## config.mk

```make
export PLATFORM = sky130hd
export DESIGN_NAME = dcache_assoc_flat
export DESIGN_NICKNAME = d
export VERILOG_FILES = /design/src/rtl/dcache_assoc_if.sv /design/src/rtl/dcache_assoc.sv /design/src/flat_wrapper.sv
export SDC_FILE = /design/constraint.sdc
export NUM_CORES = 2
export LEC_CHECK = 0
export ABC_AREA = 1
export CORE_AREA = 10 10 655 657
export DETAILED_ROUTE_END_ITERATION = 7
export DIE_AREA = 0 0 665 667
export PLACE_DENSITY_LB_ADDON = 0.12
export REMOVE_ABC_BUFFERS = 1
export SLEW_MARGIN = 15
export SYNTH_ARGS = -nofsm -noshare
export SYNTH_HDL_FRONTEND = slang
export SYNTH_SLANG_ARGS = --single-unit
```

## constraint.sdc

```tcl
create_clock -name clk -period 10.6 [get_ports clk]
set_clock_uncertainty 0.15 [all_clocks]
set_input_delay 1.59 -clock clk [delete_from_list [all_inputs] [get_ports clk]]
set_output_delay 1.59 -clock clk [all_outputs]
set_load 0.005 [all_outputs]
```

## src/rtl/dcache_assoc_if.sv

```systemverilog
// Bundles the pipeline-side request bus and the memory-side bus of the data cache.
// The slave modport is the cache view; the master modport is its environment.
interface dcache_assoc_if #(
  parameter int ADDR_WIDTH = 32,
  parameter int DATA_WIDTH = 32
);
  logic                  req_valid;
  logic                  req_write;
  logic [2:0]            funct3;
  logic [ADDR_WIDTH-1:0] addr;
  logic [DATA_WIDTH-1:0] wdata;
  logic [DATA_WIDTH-1:0] rdata;
  logic                  stall;
  logic                  flush_req;
  logic                  flush_done;
  logic                  mem_req;
  logic                  mem_we;
  logic [ADDR_WIDTH-1:0] mem_addr;
  logic [DATA_WIDTH-1:0] mem_wdata;
  logic [DATA_WIDTH-1:0] mem_rdata;
  logic                  mem_ack;

  modport master (
    output req_valid, req_write, funct3, addr, wdata, flush_req, mem_rdata, mem_ack,
    input  rdata, stall, flush_done, mem_req, mem_we, mem_addr, mem_wdata
  );

  modport slave (
    input  req_valid, req_write, funct3, addr, wdata, flush_req, mem_rdata, mem_ack,
    output rdata, stall, flush_done, mem_req, mem_we, mem_addr, mem_wdata
  );
endinterface

```

## src/rtl/dcache_assoc.sv

```systemverilog
// Set-associative write-back, write-allocate data cache with one-word lines,
// round-robin replacement and a full dirty-line flush walk.
module dcache_assoc #(
  parameter int DATA_WIDTH = 32,
  parameter int ADDR_WIDTH = 32,
  parameter int NUM_SETS   = 16,
  parameter int NUM_WAYS   = 2
) (
  input  logic           clk,
  input  logic           rst,
  dcache_assoc_if.slave  bus
);
  localparam int IDX_W = $clog2(NUM_SETS);
  localparam int WSH   = $clog2(NUM_WAYS);
  localparam int WAY_W = (WSH > 0) ? WSH : 1;
  localparam int TAG_W = ADDR_WIDTH - 2 - IDX_W;
  localparam int CNT_W = IDX_W + WSH;
  localparam int LAST  = NUM_SETS * NUM_WAYS - 1;

  typedef enum logic [1:0] {IDLE, WB, REFILL, FLUSH} state_t;

  state_t           state_q, state_d;
  logic [WAY_W-1:0] victim_q, victim_d;
  logic [CNT_W-1:0] flush_cnt_q, flush_cnt_d;
  logic             flush_done_q, flush_done_d;

  logic [NUM_WAYS-1:0]   valid_q [NUM_SETS];
  logic [NUM_WAYS-1:0]   dirty_q [NUM_SETS];
  logic [WAY_W-1:0]      rr_q    [NUM_SETS];
  logic [TAG_W-1:0]      tag_q   [NUM_SETS][NUM_WAYS];
  logic [DATA_WIDTH-1:0] data_q  [NUM_SETS][NUM_WAYS];

  logic [IDX_W-1:0] idx;
  logic [TAG_W-1:0] req_tag;
  logic [1:0]       lane;
  assign idx     = bus.addr[2 +: IDX_W];
  assign req_tag = bus.addr[ADDR_WIDTH-1 -: TAG_W];
  assign lane    = bus.addr[1:0];

  logic [NUM_WAYS-1:0] way_hit;
  for (genvar gi = 0; gi < NUM_WAYS; gi++) begin : g_match
    assign way_hit[gi] = valid_q[idx][gi] && (tag_q[idx][gi] == req_tag);
  end

  logic [IDX_W-1:0] fl_set;
  logic [WAY_W-1:0] fl_way;
  assign fl_set = flush_cnt_q[CNT_W-1 -: IDX_W];
  if (WSH > 0) begin : g_fway
    assign fl_way = flush_cnt_q[WAY_W-1:0];
  end else begin : g_fway_one
    assign fl_way = '0;
  end

  logic             hit, inv_found;
  logic [WAY_W-1:0] hit_way, vict_way, rr_inc;
  always_comb begin
    hit       = 1'b0;
    hit_way   = '0;
    inv_found = 1'b0;
    vict_way  = '0;
    for (int w = 0; w < NUM_WAYS; w++) begin
      if (!hit && way_hit[w]) begin
        hit     = 1'b1;
        hit_way = WAY_W'(w);
      end
      if (!inv_found && !valid_q[idx][w]) begin
        inv_found = 1'b1;
        vict_way  = WAY_W'(w);
      end
    end
    if (!inv_found) vict_way = rr_q[idx];
  end
  assign rr_inc = (NUM_WAYS == 1) ? '0 : rr_q[idx] + 1'b1;

  logic [DATA_WIDTH-1:0] hit_data, load_val, store_val;
  logic [7:0]            sel_b;
  logic [15:0]           sel_h;
  assign hit_data = data_q[idx][hit_way];
  assign sel_b    = hit_data[{lane, 3'b000} +: 8];
  assign sel_h    = hit_data[{lane[1], 4'b0000} +: 16];

  always_comb begin
    case (bus.funct3)
      3'd0:    load_val = {{(DATA_WIDTH-8){sel_b[7]}}, sel_b};
      3'd1:    load_val = {{(DATA_WIDTH-16){sel_h[15]}}, sel_h};
      3'd4:    load_val = {{(DATA_WIDTH-8){1'b0}}, sel_b};
      3'd5:    load_val = {{(DATA_WIDTH-16){1'b0}}, sel_h};
      default: load_val = hit_data;
    endcase
    store_val = hit_data;
    case (bus.funct3[1:0])
      2'd0:    store_val[{lane, 3'b000} +: 8]     = bus.wdata[7:0];
      2'd1:    store_val[{lane[1], 4'b0000} +: 16] = bus.wdata[15:0];
      default: store_val = bus.wdata;
    endcase
  end

  logic store_en, refill_en, flush_clr, rr_adv, fl_adv;
  always_comb begin
    state_d       = state_q;
    victim_d      = victim_q;
    flush_cnt_d   = flush_cnt_q;
    flush_done_d  = 1'b0;
    store_en      = 1'b0;
    refill_en     = 1'b0;
    flush_clr     = 1'b0;
    rr_adv        = 1'b0;
    fl_adv        = 1'b0;
    bus.rdata     = '0;
    bus.stall     = 1'b0;
    bus.mem_req   = 1'b0;
    bus.mem_we    = 1'b0;
    bus.mem_addr  = '0;
    bus.mem_wdata = '0;
    case (state_q)
      IDLE: begin
        if (bus.req_valid && hit) begin
          if (bus.req_write) store_en = 1'b1;
          else               bus.rdata = load_val;
        end
        if (bus.req_valid && !hit) begin
          bus.stall = 1'b1;
          victim_d  = vict_way;
          rr_adv    = 1'b1;
          state_d   = dirty_q[idx][vict_way] ? WB : REFILL;
        end else if (bus.flush_req) begin
          flush_cnt_d = '0;
          state_d     = FLUSH;
        end
      end
      WB: begin
        bus.stall     = 1'b1;
        bus.mem_req   = 1'b1;
        bus.mem_we    = 1'b1;
        bus.mem_addr  = {tag_q[idx][victim_q], idx, 2'b00};
        bus.mem_wdata = data_q[idx][victim_q];
        if (bus.mem_ack) state_d = REFILL;
      end
      REFILL: begin
        bus.stall    = 1'b1;
        bus.mem_req  = 1'b1;
        bus.mem_addr = {bus.addr[ADDR_WIDTH-1:2], 2'b00};
        if (bus.mem_ack) begin
          refill_en = 1'b1;
          state_d   = IDLE;
        end
      end
      FLUSH: begin
        bus.stall = 1'b1;
        if (dirty_q[fl_set][fl_way]) begin
          bus.mem_req   = 1'b1;
          bus.mem_we    = 1'b1;
          bus.mem_addr  = {tag_q[fl_set][fl_way], fl_set, 2'b00};
          bus.mem_wdata = data_q[fl_set][fl_way];
          flush_clr     = bus.mem_ack;
          fl_adv        = bus.mem_ack;
        end else begin
          fl_adv = 1'b1;
        end
        if (fl_adv) begin
          if (flush_cnt_q == CNT_W'(LAST)) begin
            flush_done_d = 1'b1;
            state_d      = IDLE;
          end else begin
            flush_cnt_d = flush_cnt_q + 1'b1;
          end
        end
      end
      default: state_d = IDLE;
    endcase
  end
  assign bus.flush_done = flush_done_q;

  always_ff @(posedge clk or posedge rst) begin
    if (rst) begin
      state_q      <= IDLE;
      victim_q     <= '0;
      flush_cnt_q  <= '0;
      flush_done_q <= 1'b0;
      for (int s = 0; s < NUM_SETS; s++) begin
        valid_q[s] <= '0;
        dirty_q[s] <= '0;
        rr_q[s]    <= '0;
      end
    end else begin
      state_q      <= state_d;
      victim_q     <= victim_d;
      flush_cnt_q  <= flush_cnt_d;
      flush_done_q <= flush_done_d;
      if (rr_adv)    rr_q[idx] <= rr_inc;
      if (store_en)  dirty_q[idx][hit_way] <= 1'b1;
      if (refill_en) begin
        valid_q[idx][victim_q] <= 1'b1;
        dirty_q[idx][victim_q] <= 1'b0;
      end
      if (flush_clr) dirty_q[fl_set][fl_way] <= 1'b0;
    end
  end

  // Tag and data payload carry no reset; the valid bits gate their use.
  always_ff @(posedge clk) begin
    if (store_en) data_q[idx][hit_way] <= store_val;
    if (refill_en) begin
      data_q[idx][victim_q] <= bus.mem_rdata;
      tag_q[idx][victim_q]  <= req_tag;
    end
  end
endmodule

```

## src/flat_wrapper.sv

```systemverilog
// flat-port wrapper written by rule: the top's interface ports become plain ports
module dcache_assoc_flat 
#(
  parameter int DATA_WIDTH = 32,
  parameter int ADDR_WIDTH = 32,
  parameter int NUM_SETS   = 16,
  parameter int NUM_WAYS   = 2
)
  (clk, rst, bus_req_valid, bus_req_write, bus_funct3, bus_addr, bus_wdata, bus_flush_req, bus_mem_rdata, bus_mem_ack, bus_rdata, bus_stall, bus_flush_done, bus_mem_req, bus_mem_we, bus_mem_addr, bus_mem_wdata);
  dcache_assoc_if #(.ADDR_WIDTH(ADDR_WIDTH), .DATA_WIDTH(DATA_WIDTH)) bus_i ();
  input  logic clk;
  input  logic rst;
  input wire logic [$bits(bus_i.req_valid)-1:0] bus_req_valid;
  input wire logic [$bits(bus_i.req_write)-1:0] bus_req_write;
  input wire logic [$bits(bus_i.funct3)-1:0] bus_funct3;
  input wire logic [$bits(bus_i.addr)-1:0] bus_addr;
  input wire logic [$bits(bus_i.wdata)-1:0] bus_wdata;
  input wire logic [$bits(bus_i.flush_req)-1:0] bus_flush_req;
  input wire logic [$bits(bus_i.mem_rdata)-1:0] bus_mem_rdata;
  input wire logic [$bits(bus_i.mem_ack)-1:0] bus_mem_ack;
  output wire logic [$bits(bus_i.rdata)-1:0] bus_rdata;
  output wire logic [$bits(bus_i.stall)-1:0] bus_stall;
  output wire logic [$bits(bus_i.flush_done)-1:0] bus_flush_done;
  output wire logic [$bits(bus_i.mem_req)-1:0] bus_mem_req;
  output wire logic [$bits(bus_i.mem_we)-1:0] bus_mem_we;
  output wire logic [$bits(bus_i.mem_addr)-1:0] bus_mem_addr;
  output wire logic [$bits(bus_i.mem_wdata)-1:0] bus_mem_wdata;
  assign bus_i.req_valid = bus_req_valid;
  assign bus_i.req_write = bus_req_write;
  assign bus_i.funct3 = bus_funct3;
  assign bus_i.addr = bus_addr;
  assign bus_i.wdata = bus_wdata;
  assign bus_i.flush_req = bus_flush_req;
  assign bus_i.mem_rdata = bus_mem_rdata;
  assign bus_i.mem_ack = bus_mem_ack;
  assign bus_rdata = bus_i.rdata;
  assign bus_stall = bus_i.stall;
  assign bus_flush_done = bus_i.flush_done;
  assign bus_mem_req = bus_i.mem_req;
  assign bus_mem_we = bus_i.mem_we;
  assign bus_mem_addr = bus_i.mem_addr;
  assign bus_mem_wdata = bus_i.mem_wdata;
  dcache_assoc #(.DATA_WIDTH(DATA_WIDTH), .ADDR_WIDTH(ADDR_WIDTH), .NUM_SETS(NUM_SETS), .NUM_WAYS(NUM_WAYS)) u_core (.clk(clk), .rst(rst), .bus(bus_i));
endmodule
```

==> summary.md <==
| Metric | Value |
|---|---|
| FF-to-FF setup slack | `about 4.1 ns` |
| Sequential area share after synthesis | `0.608` |
| Largest net degree at the start of global routing | `141` |
| Number of buffers created by CTS | `224` |
| Initial core utilization | `0.229` |
| Vias in the first global route | `78,366` |
| DR pass1 iterations | `6` |
| Core area | `between 0.4 and 0.5 mm²` |
| Post-synth cell types | `57` |
| Num rows | `roughly 240` |
| Clock Path Buffers | `4` |
| Switching power | `6.77 mW` |
| Fillers | `43,494` |
| Worst min-delay path category | `reg2reg` |
| Clock network power share | `0.357` |
| Final worst setup slack | `0.876 ns` |
| Crit path max fanout | `37` |
| Cell Area, Placed | `0.104 mm²` |
| R2R cell count | `20` |
| GR Util All Layers | `0.206` |
| Die Span Y | `between 600 and 700 µm` |
| Setup Viol. Count Final | `0` |
| R2r endpoint | `u_core.data_q[15][37]` |
| Startpoint Class | `input pin` |
| Hold wc startpoint | `u_core.valid_q[21]` |
| CTS Hold Bufs | `0` |
| CP Class | `in2out` |
| PwrDens | `~190 mW/mm²` |
| Layout area overhead | `16.6%` |
| WHS Path Cells | `2` |
| Hpwl dp | `about 270,000 µm` |
| Initial detailed-routing violation count | `approximately 9,000` |
| Post-Syn Area per Cell | `10.0 µm²` |
| Slew Limit Fails | `0` |
| Max-cap violations | `0` |
| First-pass GRT wire length | `651,000 µm` |
| Final Cell Area | `0.111 mm²` |
| Setup TNS | `0 ns` |
| Combinational share of power | `0.218` |
| Die Width | `665 µm` |
| Max Fclk | `0.103 GHz` |
| Layout Nets | `9,647` |
| CP endpoint kind | `primary output` |
| Hold Worst Slack | `0.302 ns` |
| Vias | `79,988` |
| Worst setup path startpoint | `bus_addr[2]` |
| Most numerous cell in the Yosys netlist | `nand2_1` |
| WL/cell | `31.6 µm` |
| Clk sinks | `approximately 1,900` |
| CP Cell Sequence | `buf_8 > nand2_8 > clkinv_2 > buf_4 > nand2_1 > nand3_1 > nand2_1 > nand2_1 > o21ai_0 > nand2_1 > nor2_1 > nand2_1 > nor2_1 > nand2_1 > nor2_2 > nand2_2 > o21ai_1 > o21ai_0 > a21oi_1 > o21ai_0 > inv_1 > clkdlybuf4s50_1` |
| # resized after CTS | `0` |
| Util after Layout | `0.268` |
| Share of layout cells above drive strength 1 | `0.0733` |
| Die ar. | `around 0.44 mm²` |
| Yosys reg bits | `a little under 2,000` |
| Tmin final | `9.72 ns` |
| Leak Pwr | `around 40 nW` |
| RSZ-0062 raised after global routing | `false` |
| Worst-Skew Late Latency | `roughly 0.95 ns` |
| Vias per inst | `5.26` |
| Ports | `205` |
| GP Congestion | `between 0.9 and 1` |
| Sw frac | `0.326` |
| Worst hold endpoint | `u_core.valid_q[21]` |
| Finished Layout Cells | `15,209` |
| PortBufs | `202` |
| Crit path top cell by count | `nand2_1` |
| Max IR drop VDD | `0.000132 V` |
| Post-Syn Instances | `9,520` |
| Slowest-stage cell, CP | `o21ai_1` |
| Least-Margin Pin Slew | `1.30 ns` |
| GRT overflow | `0` |
| CP required | `a little under 9 ns` |
| Worst path arrival time | `7.98 ns` |
| Clock root buffer | `clkbuf_16` |
| DRC viols | `0` |
| Worst-path clk slew | `0.06 ns` |
| Post-CTS setup buffer count | `0` |
| CTS tree | `built` |
| Htree depth | `4` |
| Post-synth top cells | `nand2_1, edfxtp_1, a22oi_1, inv_1, o221ai_1` |
| EDFF count, synth | `roughly 1,900` |
| DRT antenna net count | `0` |
| Pre-CTS WS | `0.951 ns` |
| Total power | `20.8 mW` |
| Slew margin rel. | `0.127` |
| Reg power frac | `0.425` |
| Int Pwr | `14.0 mW` |
| Total wire length | `480,000 µm` |
| Ys Warns | `0` |
| Top cell type's share of synthesized area | `0.585` |
| Outcome | `completed` |
| Post-placement cell count | `14,801` |
| Final period utilization | `0.917` |
| Top cells by area, synth | `edfxtp_1, nand2_1, a22oi_1` |
| Fin. Hold Viols | `0` |
| Launching point of the worst reg2reg path | `u_core.tag_q[5][2]` |
| Max incr delay on CP | `0.87 ns` |
| Post-synth top area cell | `edfxtp_1` |
| Initial antenna violation count | `20` |
| Mapped Area | `0.0953 mm²` |
| Fraction of registers with async set/reset | `0.0458` |
| Top_reg_cell synth | `edfxtp_1` |
## layout by cell type, fill, tap and decap left out, drive strengths merged, types with 4 or more instances in the layout
cell type,synthesis,layout
a22oi,938,938
diode,0,6
bufinv,0,7
nor2,365,365
clkbuf,423,289
a22o,27,27
nor4,31,31
ha,12,12
o41a,6,6
nand3,172,172
a221oi,12,12
o21a,4,4
buf,257,265
a21boi,20,20
o211ai,19,19
a31oi,38,38
edfxtp,1856,1856
a21oi,340,340
a41oi,4,4
o221ai,512,512
o21ai,296,296
o22ai,41,41
nor3,32,32
clkinv,4,104
dfrtp,89,89
clkdlybuf4s50,0,198
inv,721,725
or2,21,21
nand4,113,113
nand2,3112,3112
a2111oi,28,28
## worst max-delay path, delay by kind of cell
family / cells / cell delay (ns)
AOI/OAI and AO/OA: 5 / 2.03
and+or+nand+nor: 12 / 2.44
buffers and inverters: 5 / 1.70
## state kept, by name (all words and copies together) (netlist names)
register               count
u_core.bus.flush_done      1
u_core.data_q           1024
u_core.dirty_q            32
u_core.flush_cnt_q         5
u_core.rr_q               16
u_core.state_q             2
u_core.tag_q             832
u_core.valid_q            32
u_core.victim_q            1
## logic make-up after synthesis
family / count (synthesis) / share of synthesized area
AO/OA/AOI/OAI: 2303 / 0.172
XOR/XNOR: 1 / 0.0000919
adder cells (fa/ha/maj): 12 / 0.00157
buffers and inverters: 1405 / 0.0586
flip-flops: 1945 / 0.608
other: 1 / 0.0000393
AND/OR/NAND/NOR: 3853 / 0.160
## worst max path at each step
stage,to,cells past startpoint
after global routing,bus_rdata[0],22
after global placement,bus_rdata[1],22
final,bus_rdata[0],22
after detailed placement,bus_rdata[1],22
after CTS,bus_rdata[1],22
after floorplan,bus_mem_addr[11],11
## per-layer routing
| layer | share of wire | wire length (µm) | up-vias | global-route usage |
|---|---|---|---|---|
| li1 | - | - | 34432 | - |
| met1 | 0.42 | 199000 | 40958 | 0.264 |
| met2 | 0.47 | 227000 | 3775 | 0.345 |
| met3 | 0.068 | 32700 | 815 | 0.0332 |
| met4 | 0.044 | 21300 | 8 | 0.0817 |
| met5 | 0.00012 | 56 | - | 0 |
## cell type report
class                           count  area [µm²]  area share
Tap cell                         5497        6880      0.0619
Clock inverter                    113         742     0.00667
Clock buffer                      289        5900      0.0531
Timing Repair Buffer              463        4300      0.0387
Multi-Input combinational cell   6171       32600       0.293
Sequential cell                  1945       58000       0.521
Antenna cell                        6        15.0    0.000135
Inverter                          725        2800      0.0252
## power groups by stage
stage | Combinational, mW | Sequential [mW] | Clock [mW]
after floorplan | 2.44 | 8.99 | 0
final | 4.53 | 8.84 | 7.42
after CTS | 4.52 | 8.84 | 7.57
after global placement | 4.52 | 8.99 | 0
after global routing | 4.77 | 8.84 | 7.85
after detailed placement | 4.51 | 9.00 | 0
Note: power is estimated with default switching activity, not from simulation.
